`src/rtl/match_pkg.sv`:
```
// Shared types and sizes for the 5-symbol pattern matcher and its input stage.
package match_pkg;

    localparam int SYM_W   = 3;
    localparam int SEQ_LEN = 5;
    localparam int CNT_W   = $clog2(SEQ_LEN + 1);

    typedef enum logic [1:0] {
        IDLE,
        PRESS_WAIT,
        PRESSED,
        REL_WAIT
    } deb_state_t;

endpackage

```
`src/rtl/sync_2ff.sv`:
```
// Two-flop synchroniser for a bundle of asynchronous level inputs.
module sync_2ff #(
    parameter int W = 1
) (
    input  logic         clk_i,
    input  logic         rst_i,
    input  logic [W-1:0] d_i,
    output logic [W-1:0] q_o
);

    logic [W-1:0] meta_q;
    logic [W-1:0] sync_q;

    // NOTE: sequential state uses non-blocking assignments so every flop samples pre-edge values.
    always_ff @(posedge clk_i or posedge rst_i) begin
        if (rst_i) begin
            meta_q <= '0;
            sync_q <= '0;
        end else begin
            meta_q <= d_i;
            sync_q <= meta_q;
        end
    end

    assign q_o = sync_q;

endmodule

```
`src/rtl/symbol_entry.sv`:
```
// Debounced symbol entry: one set_o strobe per clean press with the switch value
// captured, a saturating symbol count and an idle-timeout clear pulse.
module symbol_entry
    import match_pkg::*;
#(
    parameter int DEBOUNCE_CYCLES = 1_000_000,
    parameter int TIMEOUT_CYCLES  = 500_000_000
) (
    input  logic             clk_i,
    input  logic             rst_i,
    input  logic             btn_set_i,
    input  logic [SYM_W-1:0] sw_data_i,
    output logic             set_o,
    output logic [SYM_W-1:0] data_o,
    output logic [2:0]       count_o,
    output logic             timeout_o
);

    localparam int DEB_W = (DEBOUNCE_CYCLES > 1) ? $clog2(DEBOUNCE_CYCLES) : 1;
    localparam int TMO_W = (TIMEOUT_CYCLES > 1) ? $clog2(TIMEOUT_CYCLES) : 1;

    logic             btn_s;
    logic [SYM_W-1:0] sw_s;

    sync_2ff #(.W(SYM_W + 1)) u_sync (
        .clk_i (clk_i),
        .rst_i (rst_i),
        .d_i   ({btn_set_i, sw_data_i}),
        .q_o   ({btn_s, sw_s})
    );

    deb_state_t       state_q;
    logic [DEB_W-1:0] deb_cnt_q;
    logic             set_q;
    logic [SYM_W-1:0] data_q;
    logic             deb_done;
    logic             accept;

    assign deb_done = (deb_cnt_q == DEB_W'(DEBOUNCE_CYCLES - 1));
    assign accept   = (state_q == PRESS_WAIT) && btn_s && deb_done;

    // Reset lands in REL_WAIT so a button held through reset must be released first.
    always_ff @(posedge clk_i or posedge rst_i) begin
        if (rst_i) begin
            state_q   <= REL_WAIT;
            deb_cnt_q <= '0;
            set_q     <= 1'b0;
            data_q    <= '0;
        end else begin
            set_q <= 1'b0;
            unique case (state_q)
                IDLE: begin
                    if (btn_s) begin
                        state_q   <= PRESS_WAIT;
                        deb_cnt_q <= '0;
                    end
                end
                PRESS_WAIT: begin
                    if (!btn_s) begin
                        state_q   <= IDLE;
                        deb_cnt_q <= '0;
                    end else if (deb_done) begin
                        state_q   <= PRESSED;
                        deb_cnt_q <= '0;
                        set_q     <= 1'b1;
                        data_q    <= sw_s;
                    end else begin
                        deb_cnt_q <= deb_cnt_q + DEB_W'(1);
                    end
                end
                PRESSED: begin
                    if (!btn_s) begin
                        state_q   <= REL_WAIT;
                        deb_cnt_q <= '0;
                    end
                end
                REL_WAIT: begin
                    if (btn_s) begin
                        state_q   <= PRESSED;
                        deb_cnt_q <= '0;
                    end else if (deb_done) begin
                        state_q   <= IDLE;
                        deb_cnt_q <= '0;
                    end else begin
                        deb_cnt_q <= deb_cnt_q + DEB_W'(1);
                    end
                end
                default: begin
                    state_q   <= REL_WAIT;
                    deb_cnt_q <= '0;
                end
            endcase
        end
    end

    logic [CNT_W-1:0] count_q, count_d;
    logic [TMO_W-1:0] timer_q, timer_d;
    logic             timeout_q, timeout_d;

    // A press accepted on the expiry cycle takes priority over the timeout.
    always_comb begin
        // NOTE: defaults first so every path assigns every output and no latch is inferred.
        count_d   = count_q;
        timer_d   = timer_q;
        timeout_d = 1'b0;
        if (accept) begin
            timer_d = '0;
            if (count_q != CNT_W'(SEQ_LEN)) count_d = count_q + CNT_W'(1);
        end else if (count_q == '0) begin
            timer_d = '0;
        end else if (timer_q == TMO_W'(TIMEOUT_CYCLES - 1)) begin
            timeout_d = 1'b1;
            count_d   = '0;
            timer_d   = '0;
        end else begin
            timer_d = timer_q + TMO_W'(1);
        end
    end

    always_ff @(posedge clk_i or posedge rst_i) begin
        if (rst_i) begin
            count_q   <= '0;
            timer_q   <= '0;
            timeout_q <= 1'b0;
        end else begin
            count_q   <= count_d;
            timer_q   <= timer_d;
            timeout_q <= timeout_d;
        end
    end

    assign set_o     = set_q;
    assign data_o    = data_q;
    assign count_o   = count_q;
    assign timeout_o = timeout_q;

endmodule
```
`config.mk`:
```
export PLATFORM = sky130hd
export DESIGN_NAME = symbol_entry
export DESIGN_NICKNAME = d
export VERILOG_FILES = /design/src/rtl/match_pkg.sv /design/src/rtl/sync_2ff.sv /design/src/rtl/symbol_entry.sv
export SDC_FILE = /design/constraint.sdc
export NUM_CORES = 1
export LEC_CHECK = 0
export ABC_AREA = 1
export BUFFER_PORTS_ARGS = -buffer_cell sky130_fd_sc_hd__buf_2
export CAP_MARGIN = 20
export CORE_MARGIN = 5
export CORE_UTILIZATION = 30
export DETAILED_ROUTE_END_ITERATION = 10
export PLACE_DENSITY = 0.51
export RECOVER_POWER = 50
export SKIP_LAST_GASP = 1
export SYNTH_ARGS = -nofsm -noshare
export SYNTH_HDL_FRONTEND = slang
export SYNTH_SLANG_ARGS = --single-unit
```
`constraint.sdc`:
```
create_clock -name clk_i -period 2.6 [get_ports clk_i]
set_input_delay 0.26 -clock clk_i [delete_from_list [all_inputs] [get_ports clk_i]]
set_output_delay 0.26 -clock clk_i [all_outputs]
set_load 0.03 [all_outputs]
```
# ---- After elaboration in Yosys (flattened, before gate mapping)
# Index checks and enable logic that the tools add are counted.
# W data, S select, Z words.
dict set report totals {
  ff_bits 67
  inputBits 6
  output_inout_bits 8
  elab_cells 59
}
dict set report op_classes {
  add_sub_neg 3
  n_eq_ne 12
  n_mux 26
  reduce_logical 9
}
# op n
set ops {}
lappend ops {{$mux W20} 5}
lappend ops {{$mux W29} 3}
lappend ops {{$pmux W20 S4} 1}
lappend ops {{$add A29 B1 Y29 const B} 1}
lappend ops {{$eq A29 B29 Y1 const B} 1}
lappend ops {{$add A20 B1 Y20 const B} 1}
lappend ops {{$eq A20 B20 Y1 const B} 1}
lappend ops {{$mux W2} 6}
lappend ops {{$mux W3} 4}
lappend ops {{$pmux W2 S4} 1}
lappend ops {{$mux W1} 6}
lappend ops {{$ne A3 B3 Y1 const B} 2}
lappend ops {{$reduce_and A3 Y1} 2}
lappend ops {{$eq A2 B2 Y1 const B} 2}
lappend ops {{$ne A2 B1 Y1 const B} 2}
lappend ops {{$ne A2 B2 Y1 const B} 2}
lappend ops {{$reduce_and A4 Y1} 1}
lappend ops {{$add A3 B1 Y3 const B} 1}
lappend ops {{$logic_not A3 Y1} 1}
lappend ops {{$ne A3 B2 Y1 const B} 1}
lappend ops {{$eq A2 B1 Y1 const B} 1}
lappend ops {{$logic_and A1 B1 Y1} 2}
lappend ops {{$logic_not A2 Y1} 1}
lappend ops {{$reduce_and A2 Y1} 1}
lappend ops {{$reduce_bool A2 Y1} 1}

# ---- Logic depth before layout (Yosys ltp)
# Gate-level depths: netlist (run 1).
dict set report depth {
  ltp_word 5
  ltp_mapped 12
  mapped_depth_nobuf 12
}

# ---- Cells and area by module
# A second synthesis (run 1) with hierarchy kept.
dict set report unflattened {
  hier_cells 557
  area_unflattened_um2 3938.8
}
# mod n_inst cells_each area_each_um2
set by_module_without_submodules {}
lappend by_module_without_submodules {symbol_entry 1 548 3734.8}
lappend by_module_without_submodules {sync_2ff 1 9 203.9}

# ---- Worst setup path before layout (run 1)
# No wires, ideal clock.
dict set report synth_timing {
  kind {register to register}
  startpoint {reg timer_q[0]}
  endpoint {reg timer_q[15]}
  setup_time_ns 0.121
  arrival_time_ns 1.462
  t_required_ns 2.479
  slack_ns 1.017
  path_stages_with_launch 12
  path_buffers 1
  synth_period_minus_slack_ns 1.583
  path_cell_list {dfrtp_1 ha_1 nand2_1 nor2_4 nand2_4 inv_6 nand3_2 nor2_2 nor2_4 nand2_4 buf_6 nor2_1}
}
dict set report synth_between {
  elab_chain_len 4
  elab_cells_between_ends 5
  cone_classes {1 x add/sub; 1 x eq/ne; 3 x mux}
}
# item line
set synth_rtl {}
lappend synth_rtl {{start: declaration} symbol_entry.sv:97} ;# logic [TMO_W-1:0] timer_q, timer_d;
lappend synth_rtl {{start signal: assignment} symbol_entry.sv:127} ;# timer_q <= timer_d;
lappend synth_rtl {{$add A29 B1 Y29 or $eq A29 B29 Y1 (tied branches)} {symbol_entry.sv:116, symbol_entry.sv:111}}
lappend synth_rtl {{$mux W29 (*)} symbol_entry.sv:111} ;# end else if (timer_q == TMO_W'(TIMEOUT_CYCLES - 1)) begin
lappend synth_rtl {{$mux W29 (*)} symbol_entry.sv:109} ;# end else if (count_q == '0) begin
lappend synth_rtl {{$mux W29 (*)} symbol_entry.sv:106} ;# if (accept) begin
lappend synth_rtl {{via timer_d[15]} symbol_entry.sv:97}
# The timed path passes the listed nets; every way through them passes the cells marked *.
# A chain may end at the register's enable or synchronous reset.

# ---- Worst setup path after layout (run 1)
dict set report layout_timing {
  startpoint {reg deb_cnt_q[0]}
  endpoint {reg deb_cnt_q[17]}
}
dict set report layout_between {
  elab_chain_len 4
  elab_cells_between_ends 6
  cone_classes {1 x add/sub; 1 x eq/ne; 4 x mux}
}
# item line
set layout_rtl {}
lappend layout_rtl {{start: declaration} symbol_entry.sv:33} ;# logic [DEB_W-1:0] deb_cnt_q;
lappend layout_rtl {{start signal: assignment} symbol_entry.sv:68} ;# deb_cnt_q <= deb_cnt_q + DEB_W'(1);
lappend layout_rtl {{start signal: assignment} symbol_entry.sv:85} ;# deb_cnt_q <= deb_cnt_q + DEB_W'(1);
lappend layout_rtl {{$add A20 B1 Y20 or $eq A20 B20 Y1 (tied branches)} {symbol_entry.sv:68, symbol_entry.sv:85, symbol_entry.sv:39}}
lappend layout_rtl {{$mux W20 (*)} {symbol_entry.sv:62, symbol_entry.sv:81}}
lappend layout_rtl {{$mux W20 (on tied branches)} {symbol_entry.sv:78, symbol_entry.sv:59}}
lappend layout_rtl {{$pmux W20 S4 (*)} symbol_entry.sv:51} ;# unique case (state_q)
# Mark *: on every way between the ends. The rest lies on a longest branch, timed or not.

==> results of run 1 <==
[cells by family after synthesis]
kind of cell | after synthesis
and+or+nand+nor | 342
buffers and inverters | 70
DFF | 67
AOI/OAI and AO/OA | 28
xor gates and xnor gates | 20
adders and majority gates | 5
[cell type report]
class / instances / area, sq um / area share (%)
multi-input cells: 395 / 1990 / 43.5
flip-flops and latches: 67 / 1680 / 36.8
clock buffers: 11 / 243 / 5.32
inverters: 63 / 241 / 5.29
well taps: 176 / 220 / 4.83
clock inverters: 5 / 100 / 2.19
repair buffers: 15 / 92.6 / 2.03
[synthesized netlist by cell type (all sizes together) (2+ instances only)]
cell type	n	area (sq um)
nor4	2	12.5
dfstp	2	52.6
clkbuf	2	7.51
inv	63	241
nand2	139	574
xnor2	6	52.6
nor2	111	494
nor3	21	110
ha	5	62.6
buf	5	37.5
o21ai	9	45.0
o22ai	11	68.8
nand3	46	255
nand4	20	125
xor2	14	123
dfrtp	65	1630
a21oi	6	30.0
[worst paths after layout]
kind	slack, ns	to	cells after the start	from
worst max-delay path	0.76	deb_cnt_q[17]	10	deb_cnt_q[0]
worst min-delay path	0.03	u_sync.meta_q[0]	1	sw_data_i[0]
max in group asynchronous	1.44	u_sync.q_o[3]	2	rst_i
min in group asynchronous	0.33	set_o	2	rst_i
worst min register to register	0.35	u_sync.q_o[3]	0	u_sync.meta_q[3]
worst max register to register	0.76	deb_cnt_q[17]	10	deb_cnt_q[0]
[power by group]
| part | internal [mW] | total, mW | switching, mW |
|---|---|---|---|
| sequential | 1.09 | 1.13 | 0.0340 |
| combinational | 0.0829 | 0.315 | 0.232 |
| clock | 0.960 | 1.41 | 0.452 |
[per-layer routing]
metal	vias up	share of wire (%)	track usage, %
met2	66	48	20.5
met1	1619	45	15.8
met3	22	4.2	3.43
met4	0	2.8	5.67
li1	1744	-	-
met5	-	0	0
[layout by cell type, fill, tap and decap left out, types with 6 or more instances in the layout]
cell type / instances
xnor2_1: 6
nand4_1: 20
xor2_1: 14
buf_2: 13
clkbuf_16: 9
o21ai_0: 8
dfrtp_1: 65
nand3_1: 41
inv_1: 59
nor2_4: 9
o22ai_1: 11
nand2_2: 6
nor2_1: 98
nor3_1: 20
nand2_1: 128
a21oi_1: 6
[worst register-to-register path, cell delays in order (launching register included)]
cell and delay, ns:
dfrtp_1 0.40, ha_1 0.23, nand2_2 0.09, nor2_4 0.15
inv_2 0.06, nor2_4 0.13, nand3_2 0.14, nand2_4 0.19
inv_2 0.12, a21boi_1 0.15, nor2_1 0.05
[sequential cells by signal, indices dropped and copies added (netlist names), named ones only]
signal,cells
set_o,1
state_q,1
u_sync.meta_q,4
data_o,3
u_sync.q_o,4
timer_q,29
count_o,3
timeout_o,1
deb_cnt_q,20
[per-stage QoR]
step	instance area, sq um	total power, mW	instances	util (%)	setup slack, ns
4_1_cts	4560	2.91	732	34.9	0.750
3_5_place_dp	4220	1.47	716	32.3	0.757
5_1_grt	4560	3.00	732	34.9	0.585
3_3_place_gp	4220	1.47	716	32.3	0.804
6_report	4560	2.86	732	34.9	0.761
2_1_floorplan	3950	1.37	532	-	0.660
==> results.yml, run 1 <==
critical_path:
  arrival_ns: 2.06
  crit_slowest_cell: "dfrtp_1"
  end_kind: "register"
  cp_cell_sequence: "ha_1 > nand2_2 > nor2_4 > inv_2 > nor2_4 > nand3_2 > nand2_4 > inv_2 > a21boi_1 > nor2_1"
  worstSetupStartpointType: "register"
  crit_buf_inv: 2
  worstPathMaxFanout: 14
  crit_family: "simple AND/OR/NAND/NOR gates"
  worstPathRequired_ns: 2.82
  path_class: "reg2reg"
  cp_slowest_stage_delay_ns: 0.40
die:
  die_h_um: 125
  dieArea_sq_um: 15600
  die_w_um: 125
  core_area_sq_um: 13100
  pin_count: 14
  rows: 42
  start_util_pct: 30.2
route:
  drt_iter0_markers: 261
  routed_wl_mm: 9.36
  route.detailed.drc: 0
  drt_first_pass_iters: 4
  viasPerCell: 4.71
  vias: 3451
  final_antenna_net_count: 0
  wire_per_inst_um: 12.8
timing:
  max_freq_mhz: 544
  holdWs_ns: 0.0328
  tns_ns: 0
  finalHoldViolations: 0
  period_needed_ns: 1.84
  tightest_slew_ns: 1.40
  period_share_pct: 70.7
  relSlewSlack_pct: 6.24
  fin_skew_ns: 0.00631
  maxSlewViolCount: 0
  setup_violations: 0
  rsz0062_at_grt: "false"
power_and_ir_drop:
  cellLeakagePower_nw: 1.98
  ir_drop_v: 0.000296
  powerDensity_nw_per_um2: 626
grt:
  first_global_vias: 3454
  grt_pass1_wl_mm: 16.1
  grt_max_degree: 36
  groute.usage.overall_pct: 12.7
  antenna_found_initial: 0
  grt.overflow.total: 0
clock_tree:
  cts_inserted_buffers: 9
  cts.sink_count: 67
  cts_root_buf: "clkbuf_16"
  cts_tree: "done"
  post_cts_resize_count: 0
  clock_latency_ns: 0.33
  ctsHoldBuffers: 0
  post-cts-setup-buffers: 0
  htree_levels: 3
  path_clk_slew_ns: 0.06
  cts_buffer_depth: 2
synthesis:
  synth-simple-area-share_pct: 40.3
  synth_cell_types: 32
  synth_xor_area_share_pct: 4.43
  syn_nets: 543
  synth_top_family_by_area: "simple AND/OR/NAND/NOR gates"
  synth_compound_area_share_pct: 3.99
  synth_warnings: 0
  syn_area_per_cell_sq_um: 7.43
  synthMuxAreaShare_pct: 0
  synth_edf_count: 0
  ys_seq_area_share_pct: 42.5
  ys_ff_latch: 67
  async_flop_share_pct: 100
  syn_area_sq_um: 3950
  syn_inst: 532
  ys.flop_type: "dfrtp_1"
  synthAdderAreaFrac_pct: 1.58
finish:
  diodes: 0
  fill_cells: 1365
  nets: 562
  drive_gt1_share_pct: 12.1
  area_growth_syn_to_layout_pct: 15.4
place:
  dpl.hpwl_mm: 7.06
  portBuffers: 13
  gp_congestion: 0.922
run_status:
  status: "completed"
job:
  cap_violations: 0
hold_path:
  min_path_type: "in2reg"
Power figures use the tool's default switching activity.
==> run 2, diff against run 1 <==
--- a/config.mk
+++ b/config.mk
@@ -5,7 +5,7 @@
 export SDC_FILE = /design/constraint.sdc
 export NUM_CORES = 1
 export LEC_CHECK = 0
-export ABC_AREA = 1
+export ABC_AREA = 0
 export BUFFER_PORTS_ARGS = -buffer_cell sky130_fd_sc_hd__buf_2
 export CAP_MARGIN = 20
 export CORE_MARGIN = 5
==> constraint.sdc (replaced) <==
create_clock -name clk_i -period 1.7 [get_ports clk_i]
set_input_delay 0.17 -clock clk_i [delete_from_list [all_inputs] [get_ports clk_i]]
set_output_delay 0.17 -clock clk_i [all_outputs]
set_load 0.03 [all_outputs]
==> results.yml, run 2 <==
synthesis:
  syn_nets: 351
  synth_cell_types: 56
  synth_most_common_cell: "dfrtp_1"
  synth_edf_count: 0
  synth_area_leaders: "dfrtp_1 47%, xor2_1 6.3%, nand2_1 3.3%, nand3_1 3.3%, nor2_2 3.2%"
  synthTopCellsByCount: "65 x dfrtp_1, 31 x nand2_1, 25 x xor2_1, 23 x nand3_1"
  synth_warnings: 0
  async_flop_share_pct: 100
  yosysTopAreaCellShare_pct: 46.8
  syn_area_sq_um: 3480
  ys_ff_latch: 67
  ys_seq_area_share_pct: 48.3
  syn_area_per_cell_sq_um: 10.2
  ys.flop_type: "dfrtp_1"
  yosys.area.top_type: "dfrtp_1"
  syn_inst: 340
critical_path:
  worstSetupStartpointType: "register"
  worstPathRequired_ns: 1.92
  worstPathMaxFanout: 5
  end_kind: "register"
  arrival_ns: 2.04
  path_class: "reg2reg"
job:
  cap_violations: 0
grt:
  grt_max_degree: 47
  antenna_found_initial: 0
  grt_pass1_wl_mm: 13.8
  groute.usage.overall_pct: 12.1
  grt.overflow.total: 0
  first_global_vias: 2816
power_and_ir_drop:
  cellLeakagePower_nw: 2.16
  powerDensity_nw_per_um2: 846
  ir_drop_v: 0.00102
  power_mw: 4.20
finish:
  reg_top3: "timer_q x29, deb_cnt_q x20"
  area_growth_syn_to_layout_pct: 42.8
  regMostFlops: "timer_q"
  diodes: 0
  layout_commonest_cell: "buf_4"
  drive_gt1_share_pct: 42.2
  layout.cells.most_common_list: "80 x buf_4, 63 x dfrtp_1, 29 x nand2_1"
  final_core_util_pct: 43.7
  finalNonFillerCells: 596
  largest_reg_flops: 29
  nets: 459
route:
  viasPerCell: 4.75
  final_antenna_net_count: 0
  routed_wl_mm: 7.98
  drt_iter0_markers: 84
  wire_per_inst_um: 13.4
  vias: 2833
  drt_first_pass_iters: 4
  route.detailed.drc: 0
place:
  portBuffers: 13
  dpl.hpwl_mm: 5.74
  dp.cells: 572
  gp_congestion: 0.778
  place_ws_ns: -0.249
timing:
  setup_violations: 36
  period_share_pct: 107
  layout_setup_ws_ns: -0.122
  relSlewSlack_pct: 41.3
  finalHoldViolations: 0
  rsz0062_at_grt: "true"
  fin_skew_ns: 0.00900
  tightest_slew_ns: 0.875
  max_freq_mhz: 549
  maxSlewViolCount: 0
  period_needed_ns: 1.82
clock_tree:
  clock_latency_ns: 0.34
  cts_root_buf: "clkbuf_16"
  path_clk_slew_ns: 0.06
  cts_tree: "done"
  cts_inserted_buffers: 9
  cts_buffer_depth: 2
  htree_levels: 3
  cts.sink_count: 67
die:
  rows: 39
  core_area_sq_um: 11400
  die_w_um: 118
  pin_count: 14
  dieArea_sq_um: 13800
  start_util_pct: 30.6
  die_h_um: 118
run_status:
  violations: "setup timing"
  status: "finished with violations"
hold_path:
  min_path_type: "reg2reg"
## run 2: cell count changes after synthesis, moves of 13 or more
cell	previous run	this run
nand2_1	128	31
nor2_1	98	18
inv_1	59	11
nand3_1	41	23
nor2_2	4	18
nor3_1	20	7
## run 2: cells by family (layout without fill, tap and decap cells)
| group | count (synthesis) | in the layout | share of synthesized area, % |
|---|---|---|---|
| AOI/OAI and AO/OA | 42 | 42 | 7.45 |
| xor gates and xnor gates | 31 | 31 | 7.81 |
| adders and majority gates | 5 | 5 | 1.80 |
| buffers and inverters | 23 | 136 | 3.85 |
| DFF | 67 | 67 | 48.3 |
| muxes | 7 | 7 | 2.16 |
| and+or+nand+nor | 165 | 165 | 28.7 |
## run 2: per-stage QoR
stage	hold WS, ns	setup TNS, ns	area [sq um]
2_1_floorplan	0.201	-1.93	3560
3_3_place_gp	0.211	-7.24	4400
3_5_place_dp	0.209	-8.51	4400
4_1_cts	0.351	-2.91	4860
5_1_grt	0.363	-6.75	4970
6_report	0.346	-2.48	4970
## run 2: final cells by class
type                    count  area [sq um]
fillers                  1091          6400
clock inverters             6          88.8
well taps                 143           179
repair buffers            109           858
inverters                  11          45.0
flip-flops and latches     67          1680
multi-input cells         250          1880
clock buffers              10           229
## run 2: where the power goes
part,leakage [nW],internal [mW],total (mW),switching (mW)
logic,1.11,0.228,0.522,0.295
registers,0.906,1.65,1.68,0.0262
clock network,0.149,1.29,2.00,0.715
total,2.16,3.16,4.20,1.04
## run 2: repair_timing
item	in CTS	in global routing
gates resized for setup	19	28
endpoints found under the hold margin	21	0
gates cloned	0	1
hold buffers	5	0
pin swaps	10	16
buffers inserted	0	3
setup endpoints to repair	57	56
## run 2: worst paths after layout
check	slack [ns]	cells past startpoint	to	from
setup / recovery	-0.12	6	data_o[1]	deb_cnt_q[0]
hold / removal	0.35	0	u_sync.q_o[3]	u_sync.meta_q[3]
setup reg to reg	-0.12	6	data_o[1]	deb_cnt_q[0]
hold reg to reg	0.35	0	u_sync.q_o[3]	u_sync.meta_q[3]
max in group asynchronous	0.31	4	state_q[0]	rst_i
min in group asynchronous	0.51	3	deb_cnt_q[3]	rst_i
## run 2: metal layers
metal,global-route usage (%),wire (um),up-vias
li1,-,-,1430
met1,15.9,3750,1363
met2,19.0,3890,33
met3,3.32,237,7
met4,4.44,108,0
met5,0,0,-
## run 2: worst max-delay path, cell delays in order (launching register included)
cell	delay, ns
dfrtp_1	0.35
ha_2	0.19
and4_4	0.22
nand3b_1	0.17
nor3_4	0.31
buf_6	0.17
mux2_4	0.30
==> run 3, diff against run 2 <==
--- a/config.mk
+++ b/config.mk
@@ -5,7 +5,7 @@
 export SDC_FILE = /design/constraint.sdc
 export NUM_CORES = 1
 export LEC_CHECK = 0
-export ABC_AREA = 0
+export ABC_AREA = 1
 export BUFFER_PORTS_ARGS = -buffer_cell sky130_fd_sc_hd__buf_2
 export CAP_MARGIN = 20
 export CORE_MARGIN = 5
==> results.yml, run 3 (synthesis results as in run 1) <==
run_status:
  status: "completed"
clock_tree:
  cts_inserted_buffers: 9
  clock_latency_ns: 0.34
  cts_buffer_depth: 2
  htree_levels: 3
  cts.sink_count: 67
  cts_tree: "done"
  cts_root_buf: "clkbuf_16"
  path_clk_slew_ns: 0.06
power_and_ir_drop:
  ir_drop_v: 0.000608
  cellLeakagePower_nw: 2.21
  power_mw: 4.44
  powerDensity_nw_per_um2: 881
place:
  placed_area_sq_um: 4490
  portBuffers: 13
  dpl.hpwl_mm: 7.67
  dp.cells: 748
  gp_congestion: 0.872
timing:
  period_needed_ns: 1.61
  maxSlewViolCount: 0
  fin_skew_ns: 0.0123
  rsz0062_at_grt: "true"
  tightest_slew_ns: 1.05
  finalHoldViolations: 0
  holdWs_ns: 0.345
  setup_violations: 0
  relSlewSlack_pct: 29.8
  period_share_pct: 94.9
  max_freq_mhz: 620
finish:
  largest_reg_flops: 29
  diodes: 0
  layout_commonest_cell: "nand2_1"
  layout.cells.most_common_list: "125 x nand2_1, 93 x nor2_1, 63 x dfrtp_1"
  reg_top3: "timer_q x29, deb_cnt_q x20"
  finalNonFillerCells: 779
  regMostFlops: "timer_q"
  fill_cells: 1361
  drive_gt1_share_pct: 21.1
  nets: 609
  area_growth_syn_to_layout_pct: 27.5
  final_area_sq_um: 5040
critical_path:
  crit_family: "simple AND/OR/NAND/NOR gates"
  cp_slowest_stage_delay_ns: 0.40
  arrival_ns: 1.85
  worstPathRequired_ns: 1.93
  end_kind: "register"
  crit_path_frequent_cell: "nor2_4"
  crit_buf_inv: 2
  crit_slowest_cell: "dfrtp_1"
  worstSetupStartpointType: "register"
  path_class: "reg2reg"
  cp_cell_sequence: "ha_4 > nand2_2 > nor2_4 > inv_2 > nor2_4 > nand3_4 > nor2_4 > nor3_2 > buf_4"
  worstPathMaxFanout: 3
route:
  final_antenna_net_count: 0
  drt_iter0_markers: 235
  route.detailed.drc: 0
  viasPerCell: 4.67
  wire_per_inst_um: 13.1
  routed_wl_mm: 10.2
  drt_first_pass_iters: 4
  vias: 3636
die:
  start_util_pct: 30.2
  dieArea_sq_um: 15600
  core_area_sq_um: 13100
  pin_count: 14
  die_h_um: 125
  die_w_um: 125
  rows: 42
job:
  cap_violations: 0
grt:
  grt_max_degree: 31
  first_global_vias: 3578
  grt.overflow.total: 0
  antenna_found_initial: 0
  groute.usage.overall_pct: 13.6
  grt_pass1_wl_mm: 17.1
hold_path:
  min_path_type: "reg2reg"
-- run 3: cell types whose count changed in the layout (fill, tap and decap cells not counted), moves of 9 or more --
cell / change
nand2_1: +96
a31oi_1: -9
nand3_1: +20
xor2_1: -10
nor2_1: +78
buf_4: -41
nor3_1: +14
inv_1: +48
nor2_2: -10
o22ai_1: +10
-- run 3: where the power goes --
part           internal [mW]  switching, mW
combinational          0.247          0.407
sequential              1.67         0.0544
clock                   1.36          0.698
-- run 3: repair_timing --
action | 4_1_cts | 5_1_grt
buffers inserted | 1 | 9
resized for setup | 1 | 25
hold buffers | 5 | 0
setup endpoints to repair | 3 | 50
pin swaps | 1 | 18
endpoints found under the hold margin | 23 | 0
-- run 3: metrics by stage --
stage / setup WS, ns / setup TNS (ns) / util, %
5_1_grt: -0.0419 / -0.321 / 38.5
3_5_place_dp: -0.0247 / -0.0536 / 34.3
4_1_cts: 0.0130 / 0 / 37.3
3_3_place_gp: 0.0209 / 0 / 34.3
2_1_floorplan: 0.117 / 0 / -
6_report: 0.0865 / 0 / 38.5
-- run 3: cell type report --
class	count	area (sq um)	area share, %
Timing Repair Buffer	62	490	9.73
Clock inverter	4	72.6	1.44
Sequential cell	67	1680	33.4
Inverter	63	245	4.86
Tap cell	176	220	4.37
Multi-Input combinational cell	395	2070	41.2
Clock buffer	12	256	5.09
-- run 3: path summary, 6_finish.rpt --
path / startpoint / cells past startpoint / endpoint / slack [ns]
setup / recovery: deb_cnt_q[1] / 9 / timeout_o / 0.09
hold / removal: u_sync.meta_q[1] / 0 / u_sync.q_o[1] / 0.35
setup reg to reg: deb_cnt_q[1] / 9 / timeout_o / 0.09
hold reg to reg: u_sync.meta_q[1] / 0 / u_sync.q_o[1] / 0.35
max in group asynchronous: rst_i / 4 / state_q[0] / 0.41
min in group asynchronous: rst_i / 3 / deb_cnt_q[11] / 0.59
-- run 3: routing by layer --
metal,track usage (%),up-vias,part of all wire [%]
met5,0,-,0
met4,6.00,0,2.2
met3,4.16,20,4.2
li1,-,1844,-
met2,21.8,70,49
met1,16.7,1702,45
